<file path="config.mk">
export PLATFORM = sky130hd
export DESIGN_NAME = dmem_access_ctrl
export DESIGN_NICKNAME = d
export VERILOG_FILES = /design/src/rtl/dmem_access_ctrl.sv
export SDC_FILE = /design/constraint.sdc
export NUM_CORES = 1
export LEC_CHECK = 0
export BUFFER_PORTS_ARGS = -buffer_cell sky130_fd_sc_hd__buf_2
export CAP_MARGIN = 5
export CORE_MARGIN = 2
export CORE_UTILIZATION = 50
export DETAILED_ROUTE_END_ITERATION = 8
export GPL_TIMING_DRIVEN = 0
export PLACE_DENSITY = 0.81
export SYNTH_ARGS = -nofsm -noshare
export SYNTH_HDL_FRONTEND = slang
export SYNTH_SLANG_ARGS = --single-unit
</file>
<file path="constraint.sdc">
create_clock -name clock -period 10.3 [get_ports clock]
set_input_delay 1.03 -clock clock [delete_from_list [all_inputs] [get_ports clock]]
set_output_delay 1.03 -clock clock [all_outputs]
set_load 0.05 [all_outputs]
</file>
<file path="src/rtl/dmem_access_ctrl.sv">
// MEM-stage data-memory req/ack controller: stalls the pipeline for 2+N cycles per access (N = memory wait cycles),
// then releases it for one DONE cycle. Also derives the branch flush/redirect, the access watchdog and the stall counter.
module dmem_access_ctrl #(
    parameter int TIMEOUT_CYCLES = 64
) (
    input  logic        clock,
    input  logic        reset,
    input  logic        mem_read,
    input  logic        mem_write,
    input  logic        branch,
    input  logic        zero_ctrl,
    input  logic [31:0] addr,
    input  logic [31:0] wdata,
    output logic        dmem_req,
    output logic        dmem_we,
    output logic [31:0] dmem_addr,
    output logic [31:0] dmem_wdata,
    input  logic        dmem_ack,
    input  logic [31:0] dmem_rdata,
    output logic        stall,
    output logic        flush,
    output logic        pc_redirect,
    output logic [31:0] rdata,
    output logic        rdata_valid,
    output logic        timeout_err,
    output logic [31:0] perf_stall_cycles
);

    localparam int CW = (TIMEOUT_CYCLES > 2) ? $clog2(TIMEOUT_CYCLES) : 1;
    localparam logic [CW-1:0] TO_LAST = CW'(TIMEOUT_CYCLES - 1);

    typedef enum logic [1:0] {
        IDLE = 2'd0,
        BUSY = 2'd1,
        DONE = 2'd2
    } state_t;

    state_t        state_q, state_d;
    logic          req_q, req_d;
    logic          we_q, we_d;
    logic [31:0]   addr_q, addr_d;
    logic [31:0]   wdata_q, wdata_d;
    logic [31:0]   rdata_q, rdata_d;
    logic          rdata_valid_q, rdata_valid_d;
    logic          timeout_err_q, timeout_err_d;
    logic [31:0]   perf_q, perf_d;
    logic [CW-1:0] cnt_q, cnt_d;
    logic          access;
    logic          stall_c;

    assign access  = mem_read | mem_write;
    assign stall_c = ((state_q == IDLE) && access) || (state_q == BUSY);

    always_comb begin
        state_d       = state_q;
        req_d         = req_q;
        we_d          = we_q;
        addr_d        = addr_q;
        wdata_d       = wdata_q;
        rdata_d       = rdata_q;
        rdata_valid_d = 1'b0;
        timeout_err_d = timeout_err_q;
        cnt_d         = cnt_q;

        case (state_q)
            IDLE: begin
                if (access) begin
                    addr_d  = addr;
                    wdata_d = wdata;
                    we_d    = mem_write;
                    req_d   = 1'b1;
                    cnt_d   = '0;
                    state_d = BUSY;
                end
            end
            BUSY: begin
                if (dmem_ack && req_q) begin
                    req_d   = 1'b0;
                    state_d = DONE;
                    if (!we_q) begin
                        rdata_d       = dmem_rdata;
                        rdata_valid_d = 1'b1;
                    end
                end else if (cnt_q == TO_LAST) begin
                    // Abort: a read still reports completion, with zero data, so the load retires.
                    req_d         = 1'b0;
                    timeout_err_d = 1'b1;
                    state_d       = DONE;
                    if (!we_q) begin
                        rdata_d       = '0;
                        rdata_valid_d = 1'b1;
                    end
                end else begin
                    cnt_d = cnt_q + 1'b1;
                end
            end
            DONE: begin
                state_d = IDLE;
            end
            default: begin
                state_d = IDLE;
                req_d   = 1'b0;
            end
        endcase

        perf_d = perf_q;
        if (stall_c && (perf_q != 32'hFFFF_FFFF)) begin
            perf_d = perf_q + 32'd1;
        end
    end

    always_ff @(posedge clock or posedge reset) begin
        if (reset) begin
            state_q       <= IDLE;
            req_q         <= 1'b0;
            we_q          <= 1'b0;
            addr_q        <= '0;
            wdata_q       <= '0;
            rdata_q       <= '0;
            rdata_valid_q <= 1'b0;
            timeout_err_q <= 1'b0;
            perf_q        <= '0;
            cnt_q         <= '0;
        end else begin
            state_q       <= state_d;
            req_q         <= req_d;
            we_q          <= we_d;
            addr_q        <= addr_d;
            wdata_q       <= wdata_d;
            rdata_q       <= rdata_d;
            rdata_valid_q <= rdata_valid_d;
            timeout_err_q <= timeout_err_d;
            perf_q        <= perf_d;
            cnt_q         <= cnt_d;
        end
    end

    assign dmem_req          = req_q;
    assign dmem_we           = we_q;
    assign dmem_addr         = addr_q;
    assign dmem_wdata        = wdata_q;
    assign stall             = stall_c;
    // DONE is excluded so a branch never shares the release cycle of a serviced access.
    assign flush             = branch & zero_ctrl & ~stall_c & (state_q != DONE);
    assign pc_redirect       = flush;
    assign rdata             = rdata_q;
    assign rdata_valid       = rdata_valid_q;
    assign timeout_err       = timeout_err_q;
    assign perf_stall_cycles = perf_q;

endmodule

</file>
* After elaboration in Yosys (flattened, before gate mapping)
Cells that the tools add are included. Widths: inputs -> output; s select.
Storage, ports and cells: bits in registers 140, input bits 103, output and inout port bits 135, logic and storage cells 63
Cells by class: add/subtract/negate cells 2, eq/ne operators 11, mux-type cells 20, bitwise gates (word level) 7, reductions and logical operators 13
Operator list (count):
- $mux 32 | 4
- $add 32x1->32 const B | 1
- $ne 32x32->1 const B | 1
- $mux 6 | 3
- $ne 2x2->1 const B | 6
- $pmux 6 s2 | 1
- $reduce_and 4->1 | 2
- $mux 1 | 7
- $add 6x1->6 const B | 1
- $eq 6x6->1 const B | 1
- $mux 2 | 3
- $reduce_and 3->1 | 2
- $pmux 2 s2 | 1
- $reduce_and 2->1 | 2
- $reduce_bool 2->1 | 2
- $and 1x1->1 | 3
- $logic_and 1x1->1 | 3
- $ne 3x1->1 const B | 1
- $not 1->1 | 3
- $pmux 1 s3 | 1
- $eq 2x1->1 const B | 1
- $eq 2x2->1 const B | 1
- $logic_not 2->1 | 1
- $logic_or 1x1->1 | 1
- $or 1x1->1 | 1

* Longest topological paths before layout
Gate-level depths: netlist of run 1.
depth in word-level cells 6, mapped depth 8, mapped depth without buffers 7

* Least setup slack after synthesis of run 1
No wires, ideal clock.
kind input to output, start point in mem_write, end point out pc_redirect, arrival 2.878 ns, required time 9.270 ns, setup slack 6.392 ns, stages on the path 4, path buffers 1, path through nor3_1 > nor2_1 > nor2_1 > buf_4
Between the ends: longest elaborated chain between the ends 6
RTL lines:
- start, declared | line 9 | input logic mem_write,
- $or 1x1->1 | line 51 | assign access = mem_read | mem_write;
- $logic_and 1x1->1 | line 52 | assign stall_c = ((state_q == IDLE) && access) || (state_q == BUSY);
- $logic_or 1x1->1 | line 52
- named net stall | line 20 | output logic stall,
- $not 1->1 | line 144 | assign flush = branch & zero_ctrl & ~stall_c & (state_q != DONE);
- $and 1x1->1 (2 in series) | line 144
- end, declared | line 22 | output logic pc_redirect,
The timed path passes the listed nets, and every way through them passes these cells.

* Final worst setup path of run 1
start point in mem_write, end point out pc_redirect
Between the ends: longest elaborated chain between the ends 6
RTL lines (line):
- $or 1x1->1 | 51
- $logic_and 1x1->1 | 52
- $logic_or 1x1->1 | 52
- $not 1->1 | 144
- $and 1x1->1 (2 in series) | 144
Every way passes these cells.

==> run metrics, run 1 <==
status finished clean; pin count of the biggest net entering global routing 84; PnR Total Power roughly 0.0028 W; setup TNS 0 ns; total CTS buffers 17; count of cell types in the netlist approximately 40; Layout Nets 846; worst vdd ir approximately 0.29 mV; CP arrival between 2 and 2.5 ns; area post-placement 7200 um2; Die X about 110 um; first-pass detailed-route iteration total 4; Worst Hold Class flip-flop to flip-flop; Worst-path clk slew 0.05 ns; Yosys top cell by area dfrtp_1; Syn Area/Cell between 10 and 15 um2; Worst slew margin a little under 60%; Site Rows 39; initial antenna violation count 0; register area share after synthesis about three fifths; Final min period 3.47 ns; flops & latches, synth 140; predominant post-synthesis flop cell dfrtp_1; Worst Skew about 0.013 ns; Sink Count 140; postcts setup bufs 0; syn nets 589; asr flop ratio synth 100%; critical-path maximum fanout 9; drt total wl between 10,000 and 15,000 um; DRC 0; worst skew pair latency 0.42 ns; clk buf depth 2; most numerous cell in the Yosys netlist dfrtp_1; Max Fclk just under 300 MHz; PortBufs 237; GRT overflow 0; final setup fails 0; DIE AREA roughly 12,000 um2; Worst Max-Slew Pin Slew approximately 0.62 ns; Die Y 112 um; CTS tree done; max-slew violations 0; cells after synthesis ~480; Via-to-Cell Ratio 5.21; synth warn 0; area added between synthesis and finish 34.5%; H-Tree Depth 4; Post-CTS Hold Buffers 0; share of layout cells above drive strength 1 46.9%; Initial Util 51.0%; core area ~11,000 um2; post-DP HPWL about 11,000 um; Mapped Area between 5000 and 6000 um2; commonest cells in the netlist dfrtp_1, nand2_1, mux2_2; top cells by area, synth dfrtp_1, mux2_2, nand2_1; routed vias 4,676; first-pass GRT wire length between 20,000 and 25,000 um; worst path bufs/invs 3; Avg WL per Cell between 15 and 20 um; pwr/cell area roughly 360 nW/um2; cts repair resizes 0; final period utilization 33.6%; GRT Util Overall about a quarter; post-synth top area share between 60 and 70%; P_leak 4.06 nW; Min Hold Slack approximately 0.46 ns; WS Path Type input port to output port; cell area after layout between 7000 and 8000 um2; DRT iter0 DRCs between 200 and 250; Antenna Nets Post-Route 0; max-cap viol count 0; I/O pins around 240; worst-path cell chain buf_2, nor3_1, nor2_1, nor2_1, buf_4, buf_2; Slowest-stage cell, CP nor3_1; RePlAce Congestion between 0.8 and 0.9; CTS root buf clkbuf_16; Critical Path End Type output port; RSZ-0062 raised after global routing false; Crit path required time around 9.3 ns; ant diodes 0; number of global-route vias before repair between 4,000 and 5,000; CP top delay family simple AND/OR/NAND/NOR gates; Startpoint Class input port; Crit path largest cell delay approximately 0.44 ns; Fin. Hold Viols 0; EDFF count, synth 0
[sequential cells by signal, indices dropped and copies added, names as in the netlist]
register / cells
cnt_q: 6
dmem_addr: 32
dmem_req: 1
dmem_wdata: 32
dmem_we: 1
perf_stall_cycles: 32
rdata: 32
rdata_valid: 1
state_q: 2
timeout_err: 1
[where the power goes]
part / switching, W / total, W / internal, W / leakage, nW
clock: 0.000225 / 0.000617 / 0.000392 / 0.293
sequential: 0.000118 / 0.000867 / 0.000748 / 1.77
combinational: 0.000964 / 0.00131 / 0.000344 / 2.00
total: 0.00131 / 0.00279 / 0.00148 / 4.06
[stage by stage]
stage          cells  worst slack (ns)  util (%)
5_1_grt          897              6.73      68.6
6_report         897              6.83      68.6
2_1_floorplan    484              5.52         -
4_1_cts          897              6.86      68.6
3_5_place_dp     865              6.88      63.3
3_3_place_gp     864              4.20      63.0
[placed cells by master (no fill, tap or decap), drive strengths merged, types with 3 or more instances in the layout]
cell type	instances
bufinv	3
inv	6
nor2	18
nand3	50
xnor2	20
nand4	16
and2	5
a21oi	3
nor4	5
buf	247
mux2	66
clkbuf	33
o21ai	8
and3	5
nor3	7
dfrtp	140
clkinv	6
xor2	11
nand2	83
[final cells by class]
type / instances / area (um2)
Buffer: 21 / 91.3
Clock buffer: 21 / 460
Clock inverter: 11 / 143
Fill cell: 855 / 3570
Inverter: 6 / 27.5
Multi-Input combinational cell: 317 / 2180
Sequential cell: 140 / 3500
Tap cell: 143 / 179
Timing Repair Buffer: 238 / 1210
[per-layer routing]
layer	share of wire, %	global-route usage [%]
met5	0	0
met1	38	27.7
met2	51	40.1
met3	8.2	8.33
met4	2.4	10.9
[cells by family after synthesis]
kind of cell	synth area share, %
AND/OR/NAND/NOR	17.1
flip-flops	60.4
multiplexers	12.8
XOR/XNOR	4.68
buffers and inverters	1.96
AO/OA/AOI/OAI	2.63
adder cells (fa/ha/maj)	0.431
[path summary, 6_finish.rpt]
path,start,to,slack [ns],cells past startpoint
max in group asynchronous,reset,rdata[9]$_DFFE_PP0P_,8.84,3
hold / removal,rdata[8]$_DFFE_PP0P_,rdata[8]$_DFFE_PP0P_,0.46,2
min in group asynchronous,reset,dmem_addr[2]$_DFFE_PP0P_,0.66,2
setup reg to reg,state_q[1]$_DFFE_PP0P_,dmem_wdata[1]$_DFFE_PP0P_,8.24,6
setup / recovery,mem_write,pc_redirect,6.83,6
hold reg to reg,rdata[8]$_DFFE_PP0P_,rdata[8]$_DFFE_PP0P_,0.46,2
[tightest hold or removal path, stage by stage, from the launching register on]
cell and delay, ns:
dfrtp_1 0.33, nand2_1 0.05, nand2_1 0.05
(Power assumes the default switching activity.)
==> run 2, diff against run 1 <==
--- a/config.mk
+++ b/config.mk
@@ -5,13 +5,14 @@
 export SDC_FILE = /design/constraint.sdc
 export NUM_CORES = 1
 export LEC_CHECK = 0
+export ABC_AREA = 1
 export BUFFER_PORTS_ARGS = -buffer_cell sky130_fd_sc_hd__buf_2
 export CAP_MARGIN = 5
 export CORE_MARGIN = 2
 export CORE_UTILIZATION = 50
 export DETAILED_ROUTE_END_ITERATION = 8
 export GPL_TIMING_DRIVEN = 0
-export PLACE_DENSITY = 0.81
+export PLACE_DENSITY = 0.79
 export SYNTH_ARGS = -nofsm -noshare
 export SYNTH_HDL_FRONTEND = slang
 export SYNTH_SLANG_ARGS = --single-unit
==> constraint.sdc (replaced) <==
create_clock -name clock -period 3.4 [get_ports clock]
set_input_delay 0.34 -clock clock [delete_from_list [all_inputs] [get_ports clock]]
set_output_delay 0.34 -clock clock [all_outputs]
set_load 0.05 [all_outputs]
==> run 2 against run 1 <==
- count of clock-buffer cells in the layout is the same
- first-iteration DRC count grew 5.0%
- clock power grew to 3.1 times the previous value
- critical path type is now flip-flop to output port
- highest routed layer unchanged
==> run metrics, run 2 <==
Worst-path clk slew 0.06 ns (was 0.05 ns); Syn Area/Cell 9.51 um2 (was 12.0 um2); pwr/cell area 1040 nW/um2 (was 358 nW/um2); Final WS setup 1.27 ns (was 6.83 ns); first-pass detailed-route iteration total 4 (unchanged); asr flop ratio synth 100% (unchanged); max-cap viol count 0 (unchanged); Final min period between 2 and 2.5 ns; core area 12,700 um2 (was 11,400 um2); cell mode on critical path nand3_1; commonest non-fill, non-tap cell in the layout buf_2 (unchanged); cts repair resizes 0 (unchanged); Post-Place Setup Slack 1.43 ns (was 6.88 ns); drt total wl 16,800 um (was 14,400 um); WS Path Type flip-flop to output port (was input port to output port); Worst Skew 0.00670 ns (was 0.0126 ns); cells after synthesis 684 (was 484); post-DP HPWL 12,900 um (was 10,800 um); Startpoint Class flip-flop (was input port); first-pass GRT wire length 27,200 um (was 23,500 um); RSZ-0062 raised after global routing false (unchanged); final period utilization 62.5%; GRT Util Overall 24.9% (was 23.9%); Yosys top cell by area dfrtp_1 (unchanged); worst skew pair latency 0.42 ns (about the same); Crit. Startpoint state_q[0]$_DFFE_PP0P_ (was mem_write); EDFF count, synth 0 (unchanged); syn nets 789 (was 589); CP arrival 1.79 ns (was 2.44 ns); FF-to-FF Start perf_stall_cycles[1]$_DFFE_PP0P_ (was state_q[1]$_DFFE_PP0P_); Die X 118 um (was 112 um); register area share after synthesis 53.9% (was 60.4%); worst vdd ir 0.849 mV (was 0.290 mV); Fin. Hold Viols 0 (unchanged); Critical Path End Type output port (unchanged); top cells by area, synth dfrtp_1, nand2_1, mux2_2 (was dfrtp_1, mux2_2, nand2_1); Avg WL per Cell 14.9 um (was 16.0 um); number of global-route vias before repair 5,554 (was 4,874); DRT iter0 DRCs 232 (was 221); area added between synthesis and finish 31.9% (was 34.5%); H-Tree Depth 4 (unchanged); most numerous cell in the Yosys netlist nand2_1 (was dfrtp_1); Worst slew margin 46.6% (was 58.6%); GRT overflow 0 (unchanged); Post-CTS Hold Buffers 0 (unchanged); synth warn 0 (unchanged); RePlAce Congestion 0.895 (was 0.856); routed vias 5,518 (was 4,676); Via-to-Cell Ratio 4.90 (was 5.21); pin count of the biggest net entering global routing 43 (was 84); Mapped Area 6500 um2 (was 5800 um2); max-slew violations 0 (unchanged); Slowest-stage cell, CP dfrtp_1 (was nor3_1); Crit path largest cell delay 0.40 ns (was 0.44 ns); critical-path maximum fanout 5 (was 9); worst-path cell chain inv_1, nand3_1, nand2_1, nand3_1, a21oi_1, buf_4, buf_2 (was buf_2, nor3_1, nor2_1, nor2_1, buf_4, buf_2); Layout Nets 1,048 (was 846); DIE AREA 13,900 um2 (was 12,500 um2); count of cell types in the netlist 32 (was 41); Max Fclk 470 MHz; register area 3500 um2 (unchanged); Die Y 118 um (was 112 um); area of the multi-input gates 2670 um2 (was 2180 um2); Crit path required time 3.06 ns (was 9.27 ns); Cells after DPL 1,096 (was 865); total CTS buffers 17 (unchanged); Antenna Nets Post-Route 0 (unchanged); DRC 0 (unchanged); status finished clean (unchanged); Worst Max-Slew Pin Slew 0.799 ns (was 0.615 ns); highest-count cells in the layout ignoring fill and taps buf_2, nand2_1, dfrtp_1 (was buf_2, dfrtp_1, nand2_1); post-synth top area share 53.9% (was 60.4%); ant diodes 0 (unchanged); final setup fails 0 (unchanged); commonest cells in the netlist nand2_1, dfrtp_1, mux2_2 (was dfrtp_1, nand2_1, mux2_2); CTS root buf clkbuf_16 (unchanged); Fill cells 1,016 (was 855); Site Rows 41 (was 39); setup TNS 0 ns (unchanged); I/O pins 238 (unchanged); postcts setup bufs 0 (unchanged); share of layout cells above drive strength 1 41.7% (was 46.9%); CTS tree done (unchanged); Sink Count 140 (unchanged); post-route insts no fill 1,127 (was 897); Initial Util 51.3% (was 51.0%); flops & latches, synth 140 (unchanged); predominant post-synthesis flop cell dfrtp_1 (unchanged); clk buf depth 2 (unchanged); Worst Hold Class input port to async pin (was flip-flop to flip-flop); PortBufs 237 (unchanged); initial antenna violation count 0 (unchanged); P_leak 4.38 nW (was 4.06 nW)
[run 2: cell types whose count changed in the layout (fill, tap and decap cells not counted), sizes merged, moves of 6 or more]
cell    previous run  this run
inv                6        42
nand2             83       247
nor3               7         1
buf              247       258
o21ai              8        40
nand3             50        27
nor2              18        66
nand4             16         5
xnor2             20         5
clkbuf            33        25
[run 2: path summary, 6_finish.rpt]
kind                       slack (ns)                               end  cells past startpoint
max in group asynchronous        2.39             rdata[13]$_DFFE_PP0P_                      4
min reg2reg                      0.45           timeout_err$_DFFE_PP0P_                      1
min                              0.07         dmem_addr[12]$_DFFE_PP0P_                      2
max                              1.27                       pc_redirect                      7
max reg2reg                      1.60  perf_stall_cycles[4]$_DFFE_PP0P_                     11
min in group clock               0.15        dmem_wdata[16]$_DFFE_PP0P_                      2
[run 2: cell type report]
class,instances,area share [%]
clock inverter,10,1.62
tap,172,2.51
multi-input combinational,480,31.2
timing repair buffer,240,14.5
clock buffer,21,5.48
inverter,42,1.94
buffer,22,1.93
sequential,140,40.8
[run 2: cell families (layout without fill, tap and decap cells)]
logic type	count (synthesis)	after routing	synth area share (%)
xor gates and xnor gates	13	13	1.75
AOI/OAI and AO/OA	50	50	5.35
DFF	140	140	53.9
and+or+nand+nor	351	351	22.5
muxes	64	64	11.1
adders and majority gates	2	2	0.385
buffers and inverters	64	335	5.04
[run 2: where the power goes]
group | switching [W] | internal (W)
logic | 0.00322 | 0.00121
clock network | 0.000693 | 0.00121
registers | 0.000325 | 0.00225
total | 0.00424 | 0.00467
[run 2: per-stage QoR]
step	util [%]	instance area (um2)	total power, W	hold WS [ns]
6_report	67.7	8580	0.00891	0.0744
3_3_place_gp	62.4	7910	0.00695	0.445
3_5_place_dp	62.9	7970	0.00704	0.446
5_1_grt	67.7	8580	0.00935	0.127
2_1_floorplan	-	6510	0.00598	0.466
4_1_cts	67.7	8580	0.00897	0.0843
[run 2: layer usage]
layer / wire length [um] / GRT usage, %
met5: 0 / 0
met4: 323 / 7.68
met3: 1260 / 9.21
met2: 8610 / 43.5
met1: 6600 / 28.2
[run 2: worst max-delay path, delay by kind of cell, from the launching register on]
family,cells,cell delay (ns)
buffers and inverters,3,0.45
and+or+nand+nor,3,0.36
AOI/OAI and AO/OA,1,0.17
DFF,1,0.40
